<file path="config.mk">
export PLATFORM = sky130hd
export DESIGN_NAME = game_flow_ctrl_flat
export DESIGN_NICKNAME = d
export VERILOG_FILES = /design/src/rtl/game_flow_ctrl_if.sv /design/src/rtl/game_flow_ctrl.sv /design/src/flat_wrapper.sv
export SDC_FILE = /design/constraint.sdc
export NUM_CORES = 1
export LEC_CHECK = 0
export CAP_MARGIN = 20
export CORE_MARGIN = 1.5
export CORE_UTILIZATION = 40
export DETAILED_ROUTE_END_ITERATION = 7
export GPL_TIMING_DRIVEN = 0
export PLACE_DENSITY = 0.73
export SYNTH_ARGS = -nofsm -noshare
export SYNTH_HDL_FRONTEND = slang
export SYNTH_SLANG_ARGS = --single-unit
</file>
<file path="constraint.sdc">
create_clock -name FrameClk -period 2.52 [get_ports FrameClk]
set_clock_uncertainty 0.1 [all_clocks]
set_input_delay 0.504 -clock FrameClk [delete_from_list [all_inputs] [get_ports FrameClk]]
set_output_delay 0.504 -clock FrameClk [all_outputs]
set_load 0.1 [all_outputs]
</file>
<file path="src/rtl/game_flow_ctrl_if.sv">
// Frame-rate signal bundle between the game sequencer and its input and delegate blocks.
interface game_flow_ctrl_if;
  logic        jumpBtn;
  logic        duckBtn;
  logic        collision;
  logic [1:0]  gameState;
  logic        jump;
  logic        duck;
  logic        newGame;
  logic [13:0] score;
  logic [2:0]  speedLevel;
  logic [13:0] hiScore;

  modport master (
    output jumpBtn, duckBtn, collision,
    input  gameState, jump, duck, newGame, score, speedLevel, hiScore
  );

  modport slave (
    input  jumpBtn, duckBtn, collision,
    output gameState, jump, duck, newGame, score, speedLevel, hiScore
  );
endinterface

</file>
<file path="src/rtl/game_flow_ctrl.sv">
// Game sequencer: IDLE/RUN/DEAD flow, per-frame jump/duck/newGame commands, score and speed schedule.
// Optional best-score register enabled by defining GAME_HISCORE_EN.
module game_flow_ctrl #(
  parameter int unsigned SCORE_DIV    = 6,
  parameter int unsigned SPEED_STEP   = 100,
  parameter int unsigned MAX_SPEED    = 7,
  parameter int unsigned DEAD_HOLDOFF = 30
) (
  input logic            FrameClk,
  input logic            rst,
  game_flow_ctrl_if.slave io
);

  typedef enum logic [1:0] {
    IDLE = 2'b00,
    RUN  = 2'b10,
    DEAD = 2'b01,
    BAD  = 2'b11
  } state_t;

  localparam logic [15:0] DivLast   = 16'(SCORE_DIV - 1);
  localparam logic [15:0] StepLast  = 16'(SPEED_STEP - 1);
  localparam logic [15:0] HoldInit  = 16'(DEAD_HOLDOFF);
  localparam logic [2:0]  SpeedMax  = 3'(MAX_SPEED);
  localparam logic [13:0] ScoreMax  = 14'd9999;

  state_t      state, stateN;
  logic        jPrev;
  logic        jEdge;
  logic        jumpQ, jumpN;
  logic        duckQ, duckN;
  logic        newGameQ, newGameN;
  logic [13:0] scoreQ, scoreN;
  logic [2:0]  speedQ, speedN;
  logic [15:0] divCnt, divN;
  logic [15:0] stepCnt, stepN;
  logic [15:0] holdCnt, holdN;
`ifdef GAME_HISCORE_EN
  logic [13:0] hiQ, hiN;
`endif

  assign jEdge = io.jumpBtn & ~jPrev;

  always_comb begin
    stateN   = state;
    jumpN    = 1'b0;
    duckN    = 1'b0;
    newGameN = 1'b0;
    scoreN   = scoreQ;
    speedN   = speedQ;
    divN     = divCnt;
    stepN    = stepCnt;
    holdN    = holdCnt;
`ifdef GAME_HISCORE_EN
    hiN      = hiQ;
`endif
    case (state)
      IDLE: begin
        if (jEdge) begin
          stateN   = RUN;
          newGameN = 1'b1;
          scoreN   = '0;
          speedN   = '0;
          divN     = '0;
          stepN    = '0;
        end
      end
      RUN: begin
        // Collision wins the frame: no score step, no jump.
        if (io.collision) begin
          stateN = DEAD;
          holdN  = HoldInit;
`ifdef GAME_HISCORE_EN
          if (scoreQ > hiQ) hiN = scoreQ;
`endif
        end else begin
          jumpN = jEdge;
          duckN = io.duckBtn & ~io.jumpBtn;
          if (divCnt == DivLast) begin
            divN = '0;
            if (scoreQ != ScoreMax) begin
              scoreN = scoreQ + 14'd1;
              if (stepCnt == StepLast) begin
                stepN = '0;
                if (speedQ != SpeedMax) speedN = speedQ + 3'd1;
              end else begin
                stepN = stepCnt + 16'd1;
              end
            end
          end else begin
            divN = divCnt + 16'd1;
          end
        end
      end
      DEAD: begin
        if (holdCnt != '0) begin
          holdN = holdCnt - 16'd1;
        end else if (jEdge) begin
          stateN   = RUN;
          newGameN = 1'b1;
          scoreN   = '0;
          speedN   = '0;
          divN     = '0;
          stepN    = '0;
        end
      end
      default: begin
        stateN = IDLE;
        scoreN = '0;
        speedN = '0;
        divN   = '0;
        stepN  = '0;
        holdN  = '0;
`ifdef GAME_HISCORE_EN
        hiN    = '0;
`endif
      end
    endcase
  end

  always_ff @(posedge FrameClk) begin
    if (rst) begin
      state    <= IDLE;
      jPrev    <= 1'b1;
      jumpQ    <= 1'b0;
      duckQ    <= 1'b0;
      newGameQ <= 1'b0;
      scoreQ   <= '0;
      speedQ   <= '0;
      divCnt   <= '0;
      stepCnt  <= '0;
      holdCnt  <= '0;
`ifdef GAME_HISCORE_EN
      hiQ      <= '0;
`endif
    end else begin
      state    <= stateN;
      jPrev    <= io.jumpBtn;
      jumpQ    <= jumpN;
      duckQ    <= duckN;
      newGameQ <= newGameN;
      scoreQ   <= scoreN;
      speedQ   <= speedN;
      divCnt   <= divN;
      stepCnt  <= stepN;
      holdCnt  <= holdN;
`ifdef GAME_HISCORE_EN
      hiQ      <= hiN;
`endif
    end
  end

  assign io.gameState  = (state == BAD) ? IDLE : state;
  assign io.jump       = jumpQ;
  assign io.duck       = duckQ;
  assign io.newGame    = newGameQ;
  assign io.score      = scoreQ;
  assign io.speedLevel = speedQ;
`ifdef GAME_HISCORE_EN
  assign io.hiScore    = hiQ;
`else
  assign io.hiScore    = '0;
`endif

endmodule
</file>
<file path="src/flat_wrapper.sv">
// flat-port wrapper written by rule: the top's interface ports become plain ports
module game_flow_ctrl_flat 
#(
  parameter int unsigned SCORE_DIV    = 6,
  parameter int unsigned SPEED_STEP   = 100,
  parameter int unsigned MAX_SPEED    = 7,
  parameter int unsigned DEAD_HOLDOFF = 30
)
  (FrameClk, rst, io_jumpBtn, io_duckBtn, io_collision, io_gameState, io_jump, io_duck, io_newGame, io_score, io_speedLevel, io_hiScore);
  game_flow_ctrl_if io_i ();
  input logic FrameClk;
  input logic rst;
  input wire logic [$bits(io_i.jumpBtn)-1:0] io_jumpBtn;
  input wire logic [$bits(io_i.duckBtn)-1:0] io_duckBtn;
  input wire logic [$bits(io_i.collision)-1:0] io_collision;
  output wire logic [$bits(io_i.gameState)-1:0] io_gameState;
  output wire logic [$bits(io_i.jump)-1:0] io_jump;
  output wire logic [$bits(io_i.duck)-1:0] io_duck;
  output wire logic [$bits(io_i.newGame)-1:0] io_newGame;
  output wire logic [$bits(io_i.score)-1:0] io_score;
  output wire logic [$bits(io_i.speedLevel)-1:0] io_speedLevel;
  output wire logic [$bits(io_i.hiScore)-1:0] io_hiScore;
  assign io_i.jumpBtn = io_jumpBtn;
  assign io_i.duckBtn = io_duckBtn;
  assign io_i.collision = io_collision;
  assign io_gameState = io_i.gameState;
  assign io_jump = io_i.jump;
  assign io_duck = io_i.duck;
  assign io_newGame = io_i.newGame;
  assign io_score = io_i.score;
  assign io_speedLevel = io_i.speedLevel;
  assign io_hiScore = io_i.hiScore;
  game_flow_ctrl #(.SCORE_DIV(SCORE_DIV), .SPEED_STEP(SPEED_STEP), .MAX_SPEED(MAX_SPEED), .DEAD_HOLDOFF(DEAD_HOLDOFF)) u_core (.FrameClk(FrameClk), .rst(rst), .io(io_i));
endmodule
</file>
# After elaboration in Yosys (flattened, before gate mapping)
# Index checks and enable logic that the tools add are counted.
# classes
n_addsub	5
eq_ne	15
n_mux	37
bitwise	6
n_reduce_logical	8
# ops
operator	count
$mux W16	12
$pmux W16 S3	3
$mux W14	5
$pmux W14 S3	1
$add A16 B1 Y16 const B	2
$mux W3	7
$eq A16 B3 Y1 const B	1
$eq A16 B7 Y1 const B	1
$reduce_bool A16 Y1	1
$sub A16 B1 Y16 const B	1
$add A14 B1 Y14 const B	1
$ne A14 B14 Y1 const B	1
$ne A2 B1 Y1 const B	5
$pmux W3 S3	1
$mux W2	4
$ne A2 B2 Y1 const B	3
$pmux W2 S3	1
$reduce_and A6 Y1	1
$eq A2 B2 Y1 const B	2
$not A1 Y1	4
$reduce_and A2 Y1	2
$reduce_and A4 Y1	1
$add A3 B1 Y3 const B	1
$ne A3 B3 Y1 const B	1
7 further kinds	9
# totals
regBits	71
in_bits	5
wordCells	81

# Longest topological paths before layout
# Gate-level depths: netlist (run 1).
# logic_depth
depth_word	7
depth_mapped	10
ltp_nobuf	7

# Least setup slack after synthesis (run 1)
# No wires, ideal clock.
# synth_path
kind	register to register
start	reg u_core.scoreQ[0], in the netlist u_core.io.score[0]
end	reg u_core.stepCnt[15]
setup_ns	0.078
arrival_ns	2.538
required_time_ns	2.342
path_slack_ns	-0.195
path_stages_with_launch	9
synth_period_minus_slack_ns	2.715
path_cell_list	dfxtp_1 -> ha_1 -> and3_1 -> nand4_1 -> nand2_1 -> clkbuf_1 -> clkbuf_1 -> o311ai_0 -> nor3_1
# synth_via
elab_chain_cells	3
# synth_lines
item	line	text
start: declaration	game_flow_ctrl.sv:33	logic [13:0] scoreQ, scoreN;
start signal: assignment	game_flow_ctrl.sv:142	scoreQ <= scoreN;
$ne A14 B14 Y1	game_flow_ctrl.sv:81	if (scoreQ != ScoreMax) begin
$ne A2 B1 Y1 (no line)	n/a	
$reduce_and A4 Y1 (no line)	n/a	
end signal: assignment	game_flow_ctrl.sv:145	stepCnt <= stepN;
end: declaration	game_flow_ctrl.sv:36	logic [15:0] stepCnt, stepN;
# No other way between the ends.
# A chain may end at the register's enable or synchronous reset.

# Final worst setup path (run 1)
# layout_path
start	reg u_core.holdCnt[4]
end	reg u_core.stepCnt[3]
# layout_via
elab_chain_cells	3
# layout_lines
item	line	text
start: declaration	game_flow_ctrl.sv:37	logic [15:0] holdCnt, holdN;
start signal: assignment	game_flow_ctrl.sv:146	holdCnt <= holdN;
$reduce_bool A16 Y1	game_flow_ctrl.sv:96	if (holdCnt != '0) begin
$ne A2 B2 Y1 (no line)	n/a	
$reduce_and A4 Y1 (no line)	n/a	
# No other way between the ends.

==> reports/metrics.cfg, run 1 <==
[run_status]
status = complete, but fails checks
violations = setup timing

[synthesis]
synth_compound_area_frac = 0.248
async_flop_share = 0
yosysMostFrequentCell = dfxtp_1
synth_top_family_by_area = simple AND/OR/NAND/NOR gates
synthXorXnorAreaFrac = 0.00215
synth_cell_types = 57
syn_inst = 505
yosysTopAreaCell = dfxtp_1
synthSimpleGateAreaFrac = 0.275
syn_avg_cell_area_um2 = 8.05
ys_ff_latch = 71
synth-adder-area-share = 0.0369
synthTopCellsByCount = dfxtp_1, a21oi_1, o21ai_0
synthMuxAreaShare = 0.00738
synth_area_um2 = 4070
yosysSeqAreaShare = 0.350
ys.flop_type = dfxtp_1
yosys-top-cells-area = dfxtp_1, a21oi_1, o21ai_0, ha_1, nand4_1
yosysTopAreaCellShare = 0.350
yosys_warnings = 0
synth-edff-count = 0

[power]
pwr-share-seq = 0.232
p_sw_mw = 2.78
internal_power_mw = 2.79
powerDensity_nw_per_um2 = 1050
p_sw_frac = 0.499
p_comb_frac = 0.629
leakagePower_nw = 1.88
p_total_mw = 5.57
ir_drop_mv = 0.819
clockPowerShare = 0.139

[timing]
period_needed_ns = 2.58
hold_viol = 0
tightest_slew_ns = 0.981
whs_ns = 0.407
grt_setup_unrepaired = yes
fmax_mhz = 387
finalSetupViolCount = 7
final_max_slew_viol_count = 0
relSlewSlack = 0.345
setup_ws_ns = -0.0620
period_share = 1.02

[hold_path]
min-delay-start = u_core.holdCnt[12]
hold_path_class = register to register
hold_path_end = u_core.holdCnt[12]
whs_path_depth = 2

[floorplanning]
core_area_um2 = 9820
core.rowCount = 36
chipHeight_um = 104
die_w_um = 104
floorplan.initialDensity = 0.414
pin_count = 41
dieArea_um2 = 10800

[routing]
routed_via_density = 6.07
vias = 4331
drt-initial-drc-count = 268
antenna_left = 0
wirelength_um = 12200
routedWlPerCell_um = 17.0
drc = 0
first_pass_iters = 5

[global_route]
grt_util_met3 = 0.0252
use_met1 = 0.280
grt_overflow_total = 0
grt_usage = 0.218
grt_pass1_vias = 4106
grt_pass1_wl_um = 19600
grt_util_met2 = 0.371
antenna_found_initial = 0
grt_max_degree = 13
grt-busiest-layer = met2

[critical_path]
crit_arrival_ns = 2.75
r2r_cells = 7
worstPathRequired_ns = 2.69
startpoint_type = register
worst-setup-path-type = register to register
endpoint_kind = register
ff2ff_setup_slack_ns = -0.06
r2r_end = u_core.stepCnt[3]
r2r_start = u_core.holdCnt[4]
cp_max_fo = 12

[placed_design]
dp_cells = 677
dpl.hpwl_um = 7700
pre_cts_ws_ns = -0.402
globalplace.congestion = 0.875
io_buffers = 26

[cells_and_area]
fin_nets = 595
n_antenna_cell = 0
instances_no_fill = 714
utilization = 0.539
layout-area-overhead-vs-synth_pct = 30.2
fill_cells = 918
drive_gt1_frac = 0.238

[clock_tree]
cts_tree = built
cts-htree-levels = 3
clock_latency_ns = 0.35
cts_root_buffer = clkbuf_8
holdBufCountCts = 0
path_clk_slew_ns = 0.08
cts_sinks = 71
cts_buffer_depth = 2
numCtsBuffers = 9

[run]
max-cap-violations = 0

## logic make-up (layout without fill, tap and decap cells)
logic type,count (synthesis),after routing
compound gates,157,157
xor+xnor,1,1
fa+ha+maj,12,12
buf+inv,70,133
flops,71,71
mux,3,3
other cells,1,14
simple gates,190,190
## layout by cell type (no fill, tap or decap), drive strengths merged, types with 10 or more instances in the layout
cell type / count
dlygate4sd2: 10
nor3: 16
a21oi: 54
o31ai: 19
or4: 17
nor4: 10
clkbuf: 30
conb: 14
clkdlybuf4s50: 10
nor2: 24
nand4: 23
nand3: 20
dfxtp: 71
ha: 12
o21ai: 38
nand2: 23
inv: 22
or3: 19
buf: 52
## power groups by stage
stage	Combinational, mW	Sequential [mW]	Clock [mW]
after floorplan	1.71	1.39	0
after global placement	2.40	1.31	0
after detailed placement	2.44	1.31	0
after CTS	3.07	1.29	0.783
after global routing	3.69	1.31	0.835
final	3.50	1.30	0.773
## worst max-delay path, cell delays in order, from the launching register on
cell,delay [ns]
dfxtp_1,0.32
or3_4,0.39
buf_8,0.14
o41ai_4,0.42
nand3_2,0.21
buf_6,0.20
or4_1,0.52
a21oi_1,0.20
## per-stage QoR
step / setup TNS (ns) / cell area, µm²
after floorplan: 0 / 4120
final: -0.213 / 5290
after CTS: -0.355 / 5030
after global routing: -1.02 / 5290
after global placement: -10.44 / 4550
after detailed placement: -12.08 / 4550
## worst max path at each step
stage	from	end	slack, ns	cells past startpoint
2_1_floorplan	u_core.io.score[13]	u_core.stepCnt[15]	0.007	7
3_3_place_gp	io_jumpBtn	u_core.io.speedLevel[1]	-0.36	8
3_5_place_dp	u_core.holdCnt[11]	u_core.io.speedLevel[2]	-0.40	7
4_1_cts	u_core.holdCnt[7]	u_core.divCnt[14]	-0.08	8
5_1_grt	u_core.holdCnt[4]	u_core.io.score[4]	-0.08	8
6_report	u_core.holdCnt[4]	u_core.stepCnt[3]	-0.06	7
## cell type report
cell class	count	area, µm²	area share
Buffer	45	324	0.0612
Timing Repair Buffer	52	488	0.0922
Sequential cell	71	1440	0.271
Clock inverter	5	27.5	0.00520
Tap cell	133	166	0.0314
Multi-Input combinational cell	377	2650	0.500
Inverter	22	82.6	0.0156
Clock buffer	9	124	0.0234
## per-layer routing
layer	vias to the layer above	wire length (µm)
met5	-	0
met4	0	363
met3	40	780
met2	190	5850
met1	2054	5170
li1	2047	-
## sequential cells by signal, summed over array words and instances (netlist names)
name,count
u_core.io.newGame,1
u_core.divCnt,16
u_core.io.duck,1
u_core.holdCnt,16
u_core.io.speedLevel,3
u_core.io.jump,1
u_core.io.score,14
u_core.stepCnt,16
u_core.jPrev,1
u_core.state,2
## repair_timing
item | in CTS | in global routing
endpoints found under the setup margin | 68 | 69
resized for setup | 75 | 61
pin swaps | 31 | 13
setup buffers | 17 | 6
gates cloned | 2 | 1
(Power assumes the default switching activity.)
==> run 2, diff against run 1 <==
- CORE_UTILIZATION: 40 -> 50
- PLACE_DENSITY: 0.73 -> 0.85
==> run 2 against run 1 <==
The flow still finishes with violations (setup timing). Design area is 0.76% lower. Global-route usage is 5.7 points higher. Worst setup slack better by 0.00082 ns. Register-to-register slack hardly changed. Critical path type unchanged. Clock power is 20% higher. Routed wire length is 6.7% higher. Largest power group unchanged.
==> reports/metrics.cfg, run 2 (synthesized netlist as in run 1, its figures left out) <==
[critical_path]
worst-setup-path-type = register to register  ; unchanged
cp_max_fo = 5  ; was 12
worstPathRequired_ns = 2.67  ; was 2.69 ns
endpoint_kind = register  ; unchanged
crit_arrival_ns = 2.73  ; was 2.75 ns
startpoint_type = register  ; unchanged

[cells_and_area]
n_antenna_cell = 0  ; unchanged
final_common_cell = dfxtp_1  ; unchanged
final_cell_mix = dfxtp_1, a21oi_1, o21ai_0  ; was dfxtp_1, a21oi_1, buf_4
drive_gt1_frac = 0.246  ; was 0.238
reg_top3 = u_core.divCnt: 16 flops, u_core.holdCnt: 16 flops, u_core.stepCnt: 16 flops  ; unchanged
fin_nets = 593  ; was 595
instances_no_fill = 683  ; was 714
layout-area-overhead-vs-synth_pct = 29.2  ; was 30.2%
utilization = 0.673  ; was 0.539

[clock_tree]
path_clk_slew_ns = 0.08  ; about the same
cts_buffer_depth = 2  ; unchanged
cts_tree = built  ; unchanged
cts_sinks = 71  ; unchanged
cts-htree-levels = 3  ; unchanged
cts_root_buffer = clkbuf_8  ; unchanged
holdBufCountCts = 0  ; unchanged
numCtsBuffers = 9  ; unchanged
clock_latency_ns = 0.36  ; was 0.35 ns

[routing]
routedWlPerCell_um = 19.0  ; was 17.0 µm
antenna_left = 0  ; unchanged
drc = 0  ; unchanged
vias = 4521  ; was 4331
first_pass_iters = 6  ; was 5
routed_via_density = 6.62  ; was 6.07
wirelength_um = 13000  ; was 12200 µm
drt-initial-drc-count = 455  ; was 268

[placed_design]
dp_cells = 646  ; was 677
io_buffers = 26  ; unchanged
globalplace.congestion = 0.901  ; was 0.875
dpl.hpwl_um = 7580  ; was 7700 µm
pre_cts_ws_ns = -0.411  ; was -0.402 ns

[power]
ir_drop_mv = 0.999  ; was 0.819 mV
powerDensity_nw_per_um2 = 1050  ; about the same
p_total_mw = 5.53  ; was 5.57 mW
leakagePower_nw = 1.90  ; was 1.88 nW

[global_route]
antenna_found_initial = 0  ; unchanged
grt_overflow_total = 0  ; unchanged
grt_usage = 0.276  ; was 0.218
grt_max_degree = 12  ; was 13
grt_pass1_wl_um = 19200  ; was 19600 µm
grt_pass1_vias = 4111  ; was 4106

[timing]
final_max_slew_viol_count = 0  ; unchanged
finalSetupViolCount = 13  ; was 7
fmax_mhz = 387  ; about the same
relSlewSlack = 0.339  ; was 0.345
period_needed_ns = 2.58  ; about the same
grt_setup_unrepaired = yes  ; unchanged
hold_viol = 0  ; unchanged
period_share = 1.02  ; about the same
tightest_slew_ns = 0.990  ; was 0.981 ns
setup_ws_ns = -0.0612  ; was -0.0620 ns
whs_ns = 0.382  ; was 0.407 ns

[floorplanning]
core_area_um2 = 7810  ; was 9820 µm²
dieArea_um2 = 8680  ; was 10800 µm²
pin_count = 41  ; unchanged
chipHeight_um = 93.2  ; was 104 µm
floorplan.initialDensity = 0.521  ; was 0.414
core.rowCount = 32  ; was 36
die_w_um = 93.2  ; was 104 µm

[run]
max-cap-violations = 0  ; unchanged

[hold_path]
hold_path_class = register to register  ; unchanged

[run_status]
violations = setup timing  ; unchanged
status = complete, but fails checks  ; unchanged

==> run 2: cell type report <==
cell class | count | area (µm²)
Fill cell | 583 | 2550
Timing Repair Buffer | 49 | 454
Inverter | 22 | 82.6
Multi-Input combinational cell | 377 | 2660
Tap cell | 102 | 128
Buffer | 46 | 309
Sequential cell | 71 | 1430
Clock inverter | 4 | 45.0
Clock buffer | 12 | 145
==> run 2: worst max-delay path, stage by stage, from the launching register on <==
cell,delay [ns]
dfxtp_2,0.33
or4_4,0.56
o41ai_4,0.41
nand3_2,0.21
buf_6,0.20
or3_4,0.40
o31ai_2,0.26
==> run 2: final timing paths <==
kind,slack [ns],startpoint,endpoint,cells past startpoint
worst min register to register,0.38,u_core.holdCnt[4],u_core.holdCnt[4],2
worst max-delay path,-0.06,u_core.holdCnt[9],u_core.io.speedLevel[2],6
worst max register to register,-0.06,u_core.holdCnt[9],u_core.io.speedLevel[2],6
worst min-delay path,0.38,u_core.holdCnt[4],u_core.holdCnt[4],2
==> run 2: where the power goes <==
part / switching (mW) / internal, mW
registers: 0.0961 / 1.20
clock network: 0.444 / 0.480
logic: 2.22 / 1.09
total: 2.76 / 2.77
==> run 2: through the flow <==
stage | instance area, µm² | setup TNS, ns
5_1_grt | 5250 | -2.22
6_report | 5250 | -0.177
2_1_floorplan | 4120 | 0
3_5_place_dp | 4510 | -9.63
3_3_place_gp | 4510 | -8.14
4_1_cts | 4890 | -0.0140
==> run 2: layer usage <==
| layer | vias up | global-route usage | share of wire |
|---|---|---|---|
| li1 | 2037 | - | - |
| met1 | 2128 | 0.333 | 0.39 |
| met2 | 296 | 0.469 | 0.49 |
| met3 | 60 | 0.0447 | 0.082 |
| met4 | 0 | 0.143 | 0.041 |
| met5 | - | 0 | 0 |
==> run 2: timing repair <==
action                     4_1_cts  5_1_grt
resized for setup               48       95
buffers inserted                12       11
pin swaps                       10       39
cloned                           1        1
setup endpoints to repair       69       67
